**src/rtl/keypad_scanner_if.sv**
```systemverilog
// Keypad wiring bundle: row drive / column sense toward the pad, decoded key outputs toward the host.
// keyStrobe is a one-cycle event with no back-pressure; halfData stays valid until the next strobe.
interface keypad_scanner_if;
    logic [3:0] col;
    logic [3:0] row;
    logic [7:0] halfData;
    logic [3:0] buttons;
    logic       keyStrobe;
    logic       keyHeld;
    logic [1:0] state_dbg;

    modport master (
        input  col,
        output row, halfData, buttons, keyStrobe, keyHeld, state_dbg
    );

    modport slave (
        output col,
        input  row, halfData, buttons, keyStrobe, keyHeld, state_dbg
    );
endinterface

```
**src/rtl/keypad_scanner.sv**
```systemverilog
// 4x4 matrix keypad scanner: rotates a one-hot row drive on every scan tick, debounces
// single-column hits and emits one strobe per confirmed press.
module keypad_scanner #(
    parameter int SCAN_DIV = 1000,
    parameter int DEBOUNCE = 4
) (
    input  logic              clk,
    input  logic              rst,
    keypad_scanner_if.master  kp
);
    typedef enum logic [1:0] {S_SCAN = 2'd0, S_DEB = 2'd1, S_HELD = 2'd2, S_REL = 2'd3} state_e;

    localparam int         CW    = $clog2(SCAN_DIV);
    localparam logic [3:0] DEB_N = 4'(DEBOUNCE);

    logic [3:0]    col_m_q, col_s_q;
    logic [CW-1:0] div_q;
    logic          tick, one_hot, accept, row_adv;
    state_e        state_q, state_d;
    logic [3:0]    cnt_q, cnt_d, cand_q, cand_d, row_q, row_d;
    logic [7:0]    half_q, half_d;
    logic [3:0]    btn_q, btn_d;
    logic          stb_q, stb_d;
    logic [1:0]    row_idx, col_idx;

    function automatic logic [7:0] key_code(input logic [1:0] r, input logic [1:0] c);
        logic [7:0] code;
        case ({r, c})
            4'h0: code = 8'h31;  4'h1: code = 8'h32;  4'h2: code = 8'h33;  4'h3: code = 8'h0A;
            4'h4: code = 8'h34;  4'h5: code = 8'h35;  4'h6: code = 8'h36;  4'h7: code = 8'h0B;
            4'h8: code = 8'h37;  4'h9: code = 8'h38;  4'hA: code = 8'h39;  4'hB: code = 8'h0C;
            4'hC: code = 8'h2A;  4'hD: code = 8'h30;  4'hE: code = 8'h23;  default: code = 8'h0D;
        endcase
        return code;
    endfunction

    function automatic logic [1:0] onehot_idx(input logic [3:0] v);
        logic [1:0] idx;
        case (v)
            4'b0010: idx = 2'd1;
            4'b0100: idx = 2'd2;
            4'b1000: idx = 2'd3;
            default: idx = 2'd0;
        endcase
        return idx;
    endfunction

    // Column synchronizer and free-running scan divider (ticks in every state).
    always_ff @(posedge clk or posedge rst) begin
        if (rst) begin
            col_m_q <= '0;
            col_s_q <= '0;
            div_q   <= '0;
        end else begin
            col_m_q <= kp.col;
            col_s_q <= col_m_q;
            div_q   <= tick ? '0 : div_q + 1'b1;
        end
    end

    assign tick    = (div_q == CW'(SCAN_DIV - 1));
    // Chords (two or more columns) are treated exactly like no key.
    assign one_hot = (col_s_q != 4'd0) && ((col_s_q & (col_s_q - 4'd1)) == 4'd0);

    always_ff @(posedge clk or posedge rst) begin
        if (rst) begin
            state_q <= S_SCAN;
            cnt_q   <= '0;
            cand_q  <= '0;
            row_q   <= 4'b0001;
            half_q  <= '0;
            btn_q   <= '0;
            stb_q   <= 1'b0;
        end else begin
            state_q <= state_d;
            cnt_q   <= cnt_d;
            cand_q  <= cand_d;
            row_q   <= row_d;
            half_q  <= half_d;
            btn_q   <= btn_d;
            stb_q   <= stb_d;
        end
    end

    always_comb begin
        state_d = state_q;
        cnt_d   = cnt_q;
        cand_d  = cand_q;
        accept  = 1'b0;
        row_adv = 1'b0;
        if (tick) begin
            case (state_q)
                S_SCAN: begin
                    if (one_hot) begin
                        cand_d = col_s_q;
                        cnt_d  = 4'd1;
                        if (DEB_N == 4'd1) begin
                            state_d = S_HELD;
                            accept  = 1'b1;
                        end else begin
                            state_d = S_DEB;
                        end
                    end else begin
                        row_adv = 1'b1;
                    end
                end
                S_DEB: begin
                    if (col_s_q == cand_q) begin
                        cnt_d = cnt_q + 4'd1;
                        if (cnt_d == DEB_N) begin
                            state_d = S_HELD;
                            accept  = 1'b1;
                        end
                    end else begin
                        state_d = S_SCAN;
                        row_adv = 1'b1;
                    end
                end
                S_HELD: begin
                    if (!one_hot) begin
                        cnt_d = 4'd1;
                        if (DEB_N == 4'd1) begin
                            state_d = S_SCAN;
                            row_adv = 1'b1;
                        end else begin
                            state_d = S_REL;
                        end
                    end
                end
                default: begin
                    if (one_hot) begin
                        state_d = S_HELD;
                    end else begin
                        cnt_d = cnt_q + 4'd1;
                        if (cnt_d == DEB_N) begin
                            state_d = S_SCAN;
                            row_adv = 1'b1;
                        end
                    end
                end
            endcase
        end
    end

    // cand_d covers the DEBOUNCE=1 case, where acceptance happens on the same tick as the latch.
    always_comb begin
        row_idx = onehot_idx(row_q);
        col_idx = onehot_idx(cand_d);
        row_d   = row_adv ? {row_q[2:0], row_q[3]} : row_q;
        stb_d   = accept;
        btn_d   = accept ? cand_d : 4'd0;
        half_d  = accept ? key_code(row_idx, col_idx) : half_q;
    end

    assign kp.row       = row_q;
    assign kp.halfData  = half_q;
    assign kp.buttons   = btn_q;
    assign kp.keyStrobe = stb_q;
    assign kp.keyHeld   = (state_q == S_HELD) || (state_q == S_REL);
    assign kp.state_dbg = state_q;
endmodule

```
**src/flat_wrapper.sv**
```systemverilog
// flat-port wrapper written by rule: the top's interface ports become plain ports
module keypad_scanner_flat 
#(
    parameter int SCAN_DIV = 1000,
    parameter int DEBOUNCE = 4
)
  (clk, rst, kp_col, kp_row, kp_halfData, kp_buttons, kp_keyStrobe, kp_keyHeld, kp_state_dbg);
  keypad_scanner_if kp_i ();
  input  logic clk;
  input  logic rst;
  input wire logic [$bits(kp_i.col)-1:0] kp_col;
  output wire logic [$bits(kp_i.row)-1:0] kp_row;
  output wire logic [$bits(kp_i.halfData)-1:0] kp_halfData;
  output wire logic [$bits(kp_i.buttons)-1:0] kp_buttons;
  output wire logic [$bits(kp_i.keyStrobe)-1:0] kp_keyStrobe;
  output wire logic [$bits(kp_i.keyHeld)-1:0] kp_keyHeld;
  output wire logic [$bits(kp_i.state_dbg)-1:0] kp_state_dbg;
  assign kp_i.col = kp_col;
  assign kp_row = kp_i.row;
  assign kp_halfData = kp_i.halfData;
  assign kp_buttons = kp_i.buttons;
  assign kp_keyStrobe = kp_i.keyStrobe;
  assign kp_keyHeld = kp_i.keyHeld;
  assign kp_state_dbg = kp_i.state_dbg;
  keypad_scanner #(.SCAN_DIV(SCAN_DIV), .DEBOUNCE(DEBOUNCE)) u_core (.clk(clk), .rst(rst), .kp(kp_i));
endmodule
```
**config.mk**
```make
export PLATFORM = sky130hd
export DESIGN_NAME = keypad_scanner_flat
export DESIGN_NICKNAME = d
export VERILOG_FILES = /design/src/rtl/keypad_scanner_if.sv /design/src/rtl/keypad_scanner.sv /design/src/flat_wrapper.sv
export SDC_FILE = /design/constraint.sdc
export NUM_CORES = 1
export LEC_CHECK = 0
export ABC_CLOCK_PERIOD_IN_PS = 5500
export CORE_UTILIZATION = 30
export DETAILED_ROUTE_END_ITERATION = 8
export DONT_BUFFER_PORTS = 1
export GPL_TIMING_DRIVEN = 0
export PLACE_DENSITY = 0.41
export SETUP_SLACK_MARGIN = 0.4
export SLEW_MARGIN = 10
export SYNTH_ARGS = -nofsm -noshare
export SYNTH_HDL_FRONTEND = slang
export SYNTH_SLANG_ARGS = --single-unit
```
**constraint.sdc**
```tcl
create_clock -name clk -period 5.5 [get_ports clk]
set_clock_uncertainty 0.1 [all_clocks]
set_input_delay 0.825 -clock clk [delete_from_list [all_inputs] [get_ports clk]]
set_output_delay 0.825 -clock clk [all_outputs]
set_load 0.02 [all_outputs]
```
After elaboration in Yosys (flattened, before gate mapping). Memory sizes are Yosys's and may differ from the RTL's. A register that Yosys moved wholly into a read port is not among the register bits. Index checks and enable logic that the tools add are counted.

Equality and inequality tests: 17. Magnitude comparators: 0. Mux-type cells: 28. Shift operators: 0. Div/mod/pow operators: 0. Bitwise logic cells: 1. $mul: 0. Add/subtract/negate cells: 3. Reductions and logical operators: 8.

Operators with widths (number): $mux W4 (8); $pmux W2 S3 (3); $eq A4 B3 Y1 const B (3); $mux W2 (6); $pmux W4 S3 (1); $add A10 B1 Y10 const B (1); $eq A10 B10 Y1 const B (1); $mux W10 (1); $reduce_and A5 Y1 (2); $eq A4 B2 Y1 const B (2); $eq A4 B4 Y1 const B (2); $mux W1 (8); $reduce_bool A4 Y1 (2); $ne A3 B3 Y1 const B (2); $add A4 B1 Y4 const B (1); $and A4 B4 Y4 (1); $eq A2 B2 Y1 const B (2); $eq A4 B4 Y1 (1); $logic_not A4 Y1 (1); $ne A2 B1 Y1 const B (2); $sub A4 B1 Y4 const B (1); $pmux W1 S3 (1); $eq A2 B1 Y1 const B (1); $logic_not A2 Y1 (1); other kinds (3) (3).

Input bits: 6. RAM bits: 0. Register bits: 45. ROM bits: 96. Memories kept: 1. Bits in latches: 0. Output and inout bits: 20. Word-level logic and storage cells: 68.

Memories: (no name shown) (words 16, bits a word 6, read ports 1, clocked after memory_dff 1, wr ports 0, RTL line keypad_scanner.sv:28) `case ({r, c})`.

Depth between registers and ports, before layout. Gate-level depths: netlist of the first run.

Depth after elaboration: 9. Depth in mapped cells: 11. Depth with buffers taken out: 11.

Least setup slack after synthesis of the first run. OpenSTA, ideal clock, no wires.

Path kind: register -> register. Start: register u_core.col_s_q[3]. End: register u_core.half_q[2], in the netlist u_core.kp.halfData[2]. Data arrival time: 2.315 ns. Setup time: 0.083 ns. Required time: 5.317 ns. Slack: 3.002 ns. Cell stages (with the launch flop): 12. Buffers on the path: 1. Clock period less this slack: 2.498 ns. Cells stage by stage: dfrtp_1 > buf_6 > or4b_4 > o311ai_2 > nand3_4 > mux2_4 > clkinv_2 > ha_1 > nor2_1 > a21oi_1 > o22a_1 > o21ai_0.

Cells in the longest elaborated chain, start to end: 9. Elaborated cells on any way between the ends: 16. Those cells by class: add/sub (1); eq/ne (4); mux (7); bitwise (1); reduce/logical (3).

Ends and longest elaborated chain: start, declared (RTL line keypad_scanner.sv:16) `logic [3:0] col_m_q, col_s_q;`; start signal, assigned (RTL line keypad_scanner.sv:56) `col_s_q <= col_m_q;`; $sub A4 B1 Y4 (RTL line keypad_scanner.sv:63) `assign one_hot = (col_s_q != 4'd0) && ((col_s_q & (col_s_q - 4'd1)) == 4'd0);`; $and A4 B4 Y4 (RTL line keypad_scanner.sv:63); $logic_not A4 Y1 (RTL line keypad_scanner.sv:63); $logic_and A1 B1 Y1 (RTL line keypad_scanner.sv:63); $mux W4 (RTL line keypad_scanner.sv:94) `if (one_hot) begin`; $mux W4 (RTL line keypad_scanner.sv:92) `case (state_q)`; $mux W4 (RTL line keypad_scanner.sv:91) `if (tick) begin`; $eq A4 B4 Y1 (tied with other cells) (RTL line keypad_scanner.sv:39) `case (v)`; $pmux W2 S3 (RTL line keypad_scanner.sv:39); end, declared (RTL line keypad_scanner.sv:21) `logic [7:0] half_q, half_d;`.

Several ways; a longest one is shown, not always the timed one. A chain may end at the register's enable or synchronous reset.

Final worst setup path of the first run.
Start: register u_core.col_s_q[0]. End: register u_core.half_q[2], in the netlist u_core.kp.halfData[2].

Same word-level chain as after synthesis.

==> results of run 1 <==
## critical path: stages (launching register included)
cell      delay [ns]
dfrtp_1         0.48
or4b_4          0.60
o311ai_2        0.16
nand3_4         0.20
mux2_4          0.28
clkinv_2        0.07
ha_1            0.20
nor2_1          0.16
a21oi_1         0.06
o22a_1          0.20
o21ai_0         0.13
## power breakdown
group	internal [mW]	total, mW	leakage (nW)	switching [mW]
sequential	0.319	0.320	0.564	0.00156
clock	0.182	0.294	0.0654	0.112
combinational	0.00978	0.0263	0.517	0.0165
## layout make-up
class / count / area share (%)
multi-input cells: 152 / 43.4
flip-flops and latches: 43 / 41.9
well taps: 99 / 4.82
clock buffers: 6 / 2.83
plain buffers: 9 / 2.73
clock inverters: 2 / 2.34
inverters: 8 / 1.22
repair buffers: 1 / 0.779
## how the worst min path moves through the flow
| stage | start | endpoint | slack, ns | cells after the start |
|---|---|---|---|---|
| after floorplan | u_core.col_m_q[0] | u_core.col_s_q[0] | 0.23 | 0 |
| after global placement | u_core.col_m_q[1] | u_core.col_s_q[1] | 0.23 | 0 |
| after detailed placement | u_core.col_m_q[0] | u_core.col_s_q[0] | 0.23 | 0 |
| after CTS | u_core.col_m_q[0] | u_core.col_s_q[0] | 0.26 | 0 |
| after global routing | u_core.col_m_q[3] | u_core.col_s_q[3] | 0.26 | 0 |
| final | u_core.col_m_q[0] | u_core.col_s_q[0] | 0.25 | 0 |
## registers in the layout, summed over array words and instances (netlist names)
register	cells
u_core.kp.buttons	4
u_core.div_q	10
u_core.kp.row	4
u_core.kp.state_dbg	2
u_core.kp.halfData	6
u_core.cand_q	4
u_core.col_m_q	4
u_core.kp.keyStrobe	1
u_core.cnt_q	4
u_core.col_s_q	4
## cell usage after synthesis, types with 2 or more instances
cell type,count
xnor2_1,13
or2_2,3
nand4_1,3
or4b_4,2
o21ai_0,9
o21ai_2,2
nor3_1,2
nor2b_1,8
nand2b_1,3
buf_4,5
a31oi_1,2
inv_1,6
nor2_1,18
buf_6,2
buf_2,2
nand2_1,17
a22o_1,2
or3_1,5
mux2_2,10
dfrtp_1,42
nand3_1,7
mux2i_1,3
xor2_1,3
ha_1,10
and3_1,2
a21oi_1,3
## per-layer routing
metal / global-route usage [%] / share of wire [%] / vias up
li1: - / - / 751
met1: 18.0 / 51 / 678
met2: 17.3 / 42 / 33
met3: 3.60 / 5.7 / 4
met4: 3.46 / 1.1 / 0
met5: 0 / 0 / -
## logic make-up after synthesis
kind of cell / share of synthesized area (%)
simple gates: 18.4
flops: 47.1
compound gates: 11.4
buf+inv: 4.43
xor+xnor: 6.12
mux: 6.89
fa+ha+maj: 5.47
other cells: 0.164
==> run_results.csv, run 1 <==
group,metric,value,unit
sta,transition_time_at_the_pin_with_the_least_slew_margin,0.562,ns
clock_network,worst_skew_pair.late_latency,0.30,ns
logic_synthesis,synth_top_area_share,45.9,%
worst_setup_path,setup.worst_path.start_class,"flop",
logic_synthesis,synth_area,2290,um2
drt,firstDrtPassIters,4,
sta,fin_crit_share,49.4,%
finish,instances_no_fill,320,
clock_network,htree_num_levels,2,
worst_setup_path,timing.reg2reg.worst_path_depth,10,
worst_setup_path,setup.reg_to_reg.worst_slack,2.78,ns
finish,post_route_cells_drive_above_1_share,21.3,%
sta,hold_viol,0,
drt,detail_route.vias_per_cell,4.58,
finish,multi_input_comb_area,1110,um2
logic_synthesis,synth_edf_count,0,
die,die_h,89.3,um
die,fp.coreArea,7330,um2
logic_synthesis,synth_warnings,0,
finish,post-route-cell-area,2570,um2
drt,vias,1466,
global_routing,grtUsageTotal,12.3,%
clock_network,ctsLongestPathBuffers,2,
worst_setup_path,path_max_fanout,9,
finish,fin_util,35.0,%
drt,route.detailed.wl_per_inst,13.1,um
drt,route.antenna.remaining_nets,0,
place,io_buffer_count,0,
worst_setup_path,path_class,"flop to flop",
status,status,"finished clean",
pwr,p_leak,1.15,nW
logic_synthesis,post_synth_num_cell_types,53,
clock_network,cts_post_setup_buffers_inserted,0,
die,rows,31,
finish,antenna_cells,0,
sta,fin_hold_ws,0.252,ns
finish,area_delta_synth_final,12.2,%
worst_setup_path,endpoint_kind,"flop",
logic_synthesis,ys_ff_latch,43,
finish,most-common-layout-cells,"dfrtp_1 (42), nor2_1 (18), nand2_1 (17)",
worst_setup_path,reg2reg_from,"u_core.col_s_q[0]",
clock_network,cts_inserted_buffers,5,
clock_network,clock_tree_from_tritoncts,"done",
place,dp_slack,2.75,ns
logic_synthesis,avgSynthCellArea,10.8,um2
finish,filler_cell_count,740,
global_routing,grt_max_degree,24,
worst_setup_path,worst_setup_path_endpoint,"u_core.kp.halfData[2]",
logic_synthesis,ys_async_sr_fraction,100,%
logic_synthesis,dominantRegCellSynth,"dfrtp_1",
die,num_io_pins,26,
clock_network,cts_hold_repair.buffers,0,
global_routing,grt_antenna_before_repair,0,
place,total_placed_cells_including_tap_cells,312,
sta,setup_slack,2.78,ns
finish,mostFrequentLayoutCell,"dfrtp_1",
drt,route.detailed.drc,0,
run,timing.max_cap.violations,0,
place,post_dp_cell_area,2440,um2
worst_setup_path,regToRegEndpoint,"u_core.kp.halfData[2]",
worst_setup_path,timing.critical_path.from,"u_core.col_s_q[0]",
sta,finalSetupViolCount,0,
finish,num-nets-final,236,
sta,fmaxAchievable,368,MHz
sta,grt_setup_unrepaired,"no",
logic_synthesis,synth.yosys.seq_area_share,47.1,%
clock_network,clock_edge_transition_at_the_registers_on_the_reported_setup_and_hold_paths,0.08,ns
clock_network,cts_repair_resize_count,0,
pwr,report.power.total,0.641,mW
global_routing,grt_pass1_wl,7310,um
sta,slew_violations,0,
sta,slew-limit-headroom,62.3,%
global_routing,number_of_global_route_vias_before_repair,1414,
worst_setup_path,cp.required,5.62,ns
logic_synthesis,postSynthCellCount,211,
logic_synthesis,yosysTopAreaCell,"dfrtp_1",
pwr,irDropWorstVdd,0.0988,mV
die,initial_utilization,31.2,%
place,place.gp.congestion,0.720,
global_routing,grt_overflow,0,
logic_synthesis,synth_area_leaders,"dfrtp_1 (46%), ha_1 (5.5%), xnor2_1 (5.0%)",
min_path,min-delay-path-class,"flop to flop",
die,fp.dieArea,7980,um2
sta,tns,0,ns
sta,timing.final.crit_period,2.72,ns
worst_setup_path,cp_data_arrival_time,2.84,ns
place,detailedPlacementHpwl,3040,um
die,die_width,89.3,um
drt,initialDrtViolationCount,74,
finish,register_area,1080,um2
pwr,power_per_cell_area,249,nW/um2
clock_network,clock-sinks,43,
clock_network,clockRootBuffer,"clkbuf_8",
drt,drt-total-wl,4190,um
Power figures use the tool's default switching activity.
==> run 2, diff against run 1 <==
--- a/config.mk
+++ b/config.mk
@@ -5,7 +5,8 @@
 export SDC_FILE = /design/constraint.sdc
 export NUM_CORES = 1
 export LEC_CHECK = 0
-export ABC_CLOCK_PERIOD_IN_PS = 5500
+export ABC_AREA = 1
+export ABC_CLOCK_PERIOD_IN_PS = 2650
 export CORE_UTILIZATION = 30
 export DETAILED_ROUTE_END_ITERATION = 8
 export DONT_BUFFER_PORTS = 1
==> constraint.sdc (replaced) <==
create_clock -name clk -period 2.65 [get_ports clk]
set_clock_uncertainty 0.1 [all_clocks]
set_input_delay 0.3975 -clock clk [delete_from_list [all_inputs] [get_ports clk]]
set_output_delay 0.3975 -clock clk [all_outputs]
set_load 0.02 [all_outputs]
==> run 2 against run 1 <==
Against the previous run:
- sequential cell count stayed put
- non-clock buffer count is 7 higher
- sequential share of layout area is 3.7 points lower
- sequential power is 110% higher
- final cell count is 24% higher
- global-route usage is 0.34 points higher
- clock power is 110% higher
- clock-buffer cell count is 1 lower
- register-to-register slack worse by 2.6 ns
- first-iteration DRC count is 22% higher
- fmax is 11% higher
- largest cell class unchanged
- highest routed layer unchanged
==> run_results.csv, run 2 <==
group,metric,value,unit
worst_setup_path,path_class,"flop to flop",
worst_setup_path,cp.required,2.80,ns
clock_network,ctsLongestPathBuffers,2,
global_routing,grt_pass1_wl,8150,um
worst_setup_path,cp_data_arrival_time,2.60,ns
pwr,p_clk_share,46.3,%
place,dp_slack,0.0109,ns
worst_setup_path,endpoint_kind,"flop",
drt,initialDrtViolationCount,90,
global_routing,grt_use_met3,3.30,%
logic_synthesis,post_synth_num_cell_types,34,
die,die_h,90.2,um
global_routing,grtUsageMet1,17.8,%
pwr,irDropWorstVdd,0.187,mV
finish,largest_register_ffs,10,
worst_setup_path,timing.critical_path.slowest_cell_delay,0.37,ns
min_path,min-delay-path-class,"input port to flop",
drt,route.antenna.remaining_nets,0,
worst_setup_path,crit_buf_inv,2,
global_routing,number_of_global_route_vias_before_repair,1701,
pwr,net-switching-power,0.278,mW
clock_network,clock-sinks,43,
logic_synthesis,yosysTopAreaCell,"dfrtp_1",
clock_network,clock_tree_from_tritoncts,"done",
die,fp.coreArea,7410,um2
finish,fin_util,38.1,%
worst_setup_path,path_max_fanout,4,
worst_setup_path,critical-path-top-delay-family,"simple AND/OR/NAND/NOR gates",
sta,slew_violations,0,
pwr,power_per_cell_area,470,nW/um2
finish,area_delta_synth_final,20.9,%
sta,slew-limit-headroom,66.8,%
pwr,report.power.total,1.33,mW
sta,setup_slack,0.199,ns
global_routing,grtUsageTotal,12.6,%
place,detailedPlacementHpwl,3470,um
logic_synthesis,netlist_top_cells_count,"nand2_1 (59), dfrtp_1 (42), inv_1 (39)",
die,fp.dieArea,8140,um2
status,status,"finished clean",
logic_synthesis,yosysMostFrequentCell,"nand2_1",
sta,fin_hold_ws,0.0254,ns
logic_synthesis,synth_area_leaders,"dfrtp_1 (45%), nand2_1 (9.5%), inv_1 (6.3%)",
finish,antenna_cells,0,
place,post_dp_cell_area,2500,um2
finish,top_register,"u_core.div_q",
sta,fin_crit_share,92.5,%
sta,grt_setup_unrepaired,"yes",
pwr,swShare,20.9,%
sta,transition_time_at_the_pin_with_the_least_slew_margin,0.495,ns
clock_network,cts_inserted_buffers,5,
sta,tns,0,ns
global_routing,grt_max_degree,26,
clock_network,clock_edge_transition_at_the_registers_on_the_reported_setup_and_hold_paths,0.09,ns
sta,timing.final.crit_period,2.45,ns
worst_setup_path,slowest_stage,"dfrtp_1",
logic_synthesis,synth_warnings,0,
finish,instances_no_fill,396,
drt,route.detailed.drc,0,
worst_setup_path,path_cells,"ha_2 > nand2_4 > nor2_4 > nand3_4 > nor2_4 > nand2_4 > nand2_2 > nand2_4 > nor2_4 > nand2_2 > nand2_4 > inv_4 > ha_4 > or2_1 > o21ai_1 > nand2_1 > nand3_1 > o21ai_1 > inv_1",
logic_synthesis,synth.yosys.seq_area_share,46.1,%
worst_setup_path,timing.critical_path.mode_cell,"nand2_4",
drt,firstDrtPassIters,4,
drt,route.detailed.wl_per_inst,11.8,um
die,num_io_pins,26,
global_routing,most_used_routing_layer,"met2",
global_routing,grt_util_met2,18.6,%
place,total_placed_cells_including_tap_cells,374,
logic_synthesis,avgSynthCellArea,8.56,um2
worst_setup_path,setup.worst_path.start_class,"flop",
pwr,p_int,1.05,mW
run,timing.max_cap.violations,0,
global_routing,grt_overflow,0,
sta,fmaxAchievable,408,MHz
drt,detail_route.vias_per_cell,4.29,
sta,finalSetupViolCount,0,
logic_synthesis,synth_edf_count,0,
pwr,power.combinational.fraction,3.4,%
clock_network,worst_skew_pair.late_latency,0.30,ns
sta,hold_viol,0,
clock_network,htree_num_levels,2,
logic_synthesis,postSynthCellCount,273,
logic_synthesis,dominantRegCellSynth,"dfrtp_1",
pwr,pwr-share-seq,50.2,%
finish,mostFrequentLayoutCell,"nand2_1",
logic_synthesis,synth_area,2340,um2
finish,num-nets-final,312,
place,io_buffer_count,0,
die,rows,31,
logic_synthesis,ys_async_sr_fraction,100,%
finish,most-common-layout-cells,"nand2_1 (55), dfrtp_1 (40), inv_1 (34)",
pwr,p_leak,1.37,nW
worst_setup_path,timing.reg2reg.worst_path_depth,19,
logic_synthesis,synth_top_area_share,45.0,%
worst_setup_path,critical_path_depth,19,
drt,vias,1699,
die,die_width,90.2,um
place,place.gp.congestion,0.741,
logic_synthesis,ys_ff_latch,43,
global_routing,grt_antenna_before_repair,0,
min_path,worst_hold_path.num_cells,0,
finish,post_route_cells_drive_above_1_share,24.9,%
drt,drt-total-wl,4670,um
clock_network,clockRootBuffer,"clkbuf_8",
finish,post-route-cell-area,2820,um2
die,initial_utilization,31.5,%
[run 2: layout make-up]
type | instances | area (um2)
buffer | 2 | 15.0
clock buffer | 5 | 68.8
clock inverter | 3 | 67.6
fill | 745 | 4580
inverter | 45 | 174
multi-input combinational | 184 | 1150
sequential | 43 | 1080
tap | 99 | 124
timing repair buffer | 15 | 143
[run 2: layer usage]
metal / vias to the layer above / wire [um]
met1: 773 / 2410
met2: 18 / 2090
li1: 906 / -
met4: 0 / 29
met3: 2 / 138
met5: - / 0
[run 2: power groups by stage]
| stage | clock [mW] | sequential [mW] | combinational, mW |
|---|---|---|---|
| floorplan | 0 | 0.678 | 0.0330 |
| global placement | 0 | 0.680 | 0.0405 |
| detailed placement | 0 | 0.680 | 0.0443 |
| CTS | 0.638 | 0.667 | 0.0458 |
| global route | 0.661 | 0.669 | 0.0524 |
| finish | 0.616 | 0.667 | 0.0452 |
[run 2: worst paths after layout]
| kind | startpoint | endpoint | slack (ns) |
|---|---|---|---|
| worst max register to register | u_core.div_q[0] | u_core.kp.halfData[3] | 0.20 |
| min in group asynchronous | rst | u_core.div_q[9] | 0.45 |
| worst max-delay path | u_core.div_q[0] | u_core.kp.halfData[3] | 0.20 |
| worst min-delay path | kp_col[3] | u_core.col_m_q[3] | 0.03 |
| max in group asynchronous | rst | u_core.kp.row[0] | 1.47 |
| worst min register to register | u_core.col_m_q[0] | u_core.col_s_q[0] | 0.26 |
[run 2: cell families after synthesis]
group,after synthesis,share of synthesized area (%)
AND/OR/NAND/NOR,123,26.6
buffers and inverters,47,7.98
other,1,0.161
XOR/XNOR,6,2.25
AO/OA/AOI/OAI,43,11.6
adder cells (fa/ha/maj),10,5.36
flip-flops,43,46.1
[run 2: worst reg2reg max path: cells and delay by family, from the launching register on]
kind,cells,cell delay (ns)
adders and majority gates,2,0.34
AOI/OAI and AO/OA,2,0.14
DFF,1,0.37
and+or+nand+nor,13,1.34
buffers and inverters,2,0.10
[run 2: what timing repair did]
| action | in CTS | in global routing |
|---|---|---|
| gates resized for setup | 11 | 8 |
| hold buffers | 1 | 1 |
| buffers inserted | 6 | 6 |
| hold endpoints to repair | 18 | 1 |
| endpoints found under the setup margin | 9 | 12 |
| pin swaps | 10 | 3 |
==> run 3, diff against run 2 <==
--- a/config.mk
+++ b/config.mk
@@ -11,7 +11,7 @@
 export DETAILED_ROUTE_END_ITERATION = 8
 export DONT_BUFFER_PORTS = 1
 export GPL_TIMING_DRIVEN = 0
-export PLACE_DENSITY = 0.41
+export PLACE_DENSITY = 0.53
 export SETUP_SLACK_MARGIN = 0.4
 export SLEW_MARGIN = 10
 export SYNTH_ARGS = -nofsm -noshare
==> run 3 against run 2 <==
Against the previous run:
- sequential power barely moved
- sequential share of layout area fell by 0.76 points
- routed wire length fell by 3.5%
- sequential cell count did not move
- power fell by 5.7%
- register-to-register slack got worse by 0.04 ns
==> run_results.csv, run 3 (synthesis results as in run 2) <==
group,metric,value,unit
min_path,worstHoldStart,"kp_col[0]",
global_routing,grt_overflow,0,
place,io_buffer_count,0,
worst_setup_path,cp.required,2.74,ns
global_routing,grtUsageTotal,12.3,%
die,die_h,90.2,um
sta,timing.final.crit_period,2.49,ns
worst_setup_path,cp_data_arrival_time,2.58,ns
global_routing,number_of_global_route_vias_before_repair,1768,
drt,route.detailed.wl_per_inst,11.2,um
die,fp.coreArea,7410,um2
place,post_dp_cell_area,2500,um2
sta,fin_crit_share,94.1,%
finish,mostFrequentLayoutCell,"nand2_1",
sta,setup_slack,0.157,ns
finish,area_delta_synth_final,23.4,%
clock_network,ctsLongestPathBuffers,2,
drt,drt-total-wl,4510,um
sta,finalSetupViolCount,0,
finish,num-nets-final,317,
clock_network,clockRootBuffer,"clkbuf_8",
min_path,min_delay_worst_endpoint,"u_core.col_m_q[0]",
sta,grt_setup_unrepaired,"yes",
sta,hold_viol,0,
worst_setup_path,setup.reg_to_reg.worst_slack,0.16,ns
clock_network,clock_tree_from_tritoncts,"done",
min_path,worst_hold_path.num_cells,0,
finish,most-common-layout-cells,"nand2_1 (55), dfrtp_1 (40), inv_1 (32)",
global_routing,grt_antenna_before_repair,0,
drt,vias,1782,
die,num_io_pins,26,
clock_network,clock_edge_transition_at_the_registers_on_the_reported_setup_and_hold_paths,0.08,ns
place,place.gp.congestion,0.770,
finish,fin_util,38.9,%
sta,transition_time_at_the_pin_with_the_least_slew_margin,0.561,ns
finish,largest_register_ffs,10,
drt,route.detailed.drc,0,
worst_setup_path,reg2reg_from,"u_core.kp.state_dbg[0]",
pwr,p_leak,1.36,nW
die,rows,31,
pwr,irDropWorstVdd,0.344,mV
finish,antenna_cells,0,
min_path,min-delay-path-class,"input port to flop",
place,dp_slack,0.0342,ns
sta,tns,0,ns
global_routing,grt_pass1_wl,8060,um
clock_network,clock-sinks,43,
worst_setup_path,timing.critical_path.from,"u_core.kp.state_dbg[0]",
pwr,power_per_cell_area,435,nW/um2
drt,firstDrtPassIters,4,
finish,top_register,"u_core.div_q",
finish,post-route-cell-area,2880,um2
die,initial_utilization,31.5,%
die,fp.dieArea,8140,um2
worst_setup_path,regToRegEndpoint,"u_core.kp.halfData[2]",
worst_setup_path,setup.worst_path.start_class,"flop",
sta,slew-limit-headroom,62.4,%
sta,slew_violations,0,
status,status,"finished clean",
clock_network,htree_num_levels,2,
finish,post_route_cells_drive_above_1_share,28.1,%
worst_setup_path,path_max_fanout,6,
drt,initialDrtViolationCount,90,
drt,detail_route.vias_per_cell,4.44,
drt,route.antenna.remaining_nets,0,
global_routing,grt_max_degree,28,
pwr,report.power.total,1.25,mW
clock_network,worst_skew_pair.late_latency,0.29,ns
worst_setup_path,endpoint_kind,"flop",
worst_setup_path,timing.reg2reg.worst_path_depth,15,
sta,fmaxAchievable,401,MHz
die,die_width,90.2,um
run,timing.max_cap.violations,0,
clock_network,cts_inserted_buffers,5,
worst_setup_path,path_class,"flop to flop",
place,detailedPlacementHpwl,3280,um
==> run 3: changes by cell type in the layout (fill, tap and decap cells not counted), moves of 2 or more <==
cell     before  now
o21ai_1       6    3
buf_4        13   19
ha_4          2    4
inv_1        34   32
o21ai_2       0    2
==> run 3: power breakdown <==
group / total, mW / switching, mW / internal, mW
sequential: 0.666 / 0.00469 / 0.662
clock: 0.537 / 0.232 / 0.305
combinational: 0.0493 / 0.0336 / 0.0157
total: 1.25 / 0.270 / 0.983
==> run 3: layer usage <==
| metal | track usage (%) | up-vias | wire length (um) |
|---|---|---|---|
| li1 | - | 924 | - |
| met1 | 16.3 | 831 | 2310 |
| met2 | 19.7 | 22 | 2040 |
| met3 | 2.45 | 5 | 105 |
| met4 | 4.84 | 0 | 58 |
| met5 | 0 | - | 0 |
==> run 3: how the worst max path moves through the flow <==
stage / end / slack, ns
floorplan: u_core.kp.halfData[3] / 0.29
global placement: u_core.kp.halfData[3] / 0.05
detailed placement: u_core.kp.halfData[3] / 0.03
CTS: u_core.kp.halfData[3] / 0.16
global route: u_core.kp.halfData[3] / 0.01
finish: u_core.kp.halfData[2] / 0.16
==> run 3: per-stage QoR <==
step	std cells	hold slack, ns
6_report	401	0.0225
5_1_grt	401	0.00153
4_1_cts	394	0.00719
3_5_place_dp	374	0.184
3_3_place_gp	373	0.235
2_1_floorplan	274	0.231
==> run 3: what timing repair did <==
action | in CTS | in global routing
pin swaps | 24 | 6
endpoints found under the hold margin | 15 | 1
gates resized for setup | 22 | 7
setup endpoints to repair | 5 | 18
setup buffers | 11 | 6
hold buffers | 1 | 1
==> run 3: final cells by class <==
cell class	count	area, um2
inverter	45	180
fill	741	4530
clock inverter	2	35.0
sequential	43	1080
clock buffer	6	82.6
timing repair buffer	20	168
multi-input combinational	184	1200
buffer	2	15.0
tap	99	124
==> run 3: critical path, stage by stage, from the launching register on <==
cell	delay (ns)
dfrtp_2	0.50
inv_2	0.11
ha_4	0.17
nand4_4	0.14
nor2_4	0.21
nand2_2	0.10
nand2_4	0.12
nor2_4	0.05
nand2_2	0.10
nand2_4	0.07
buf_4	0.15
ha_4	0.16
o21ai_2	0.11
o31ai_2	0.07
a22oi_1	0.17
inv_1	0.05
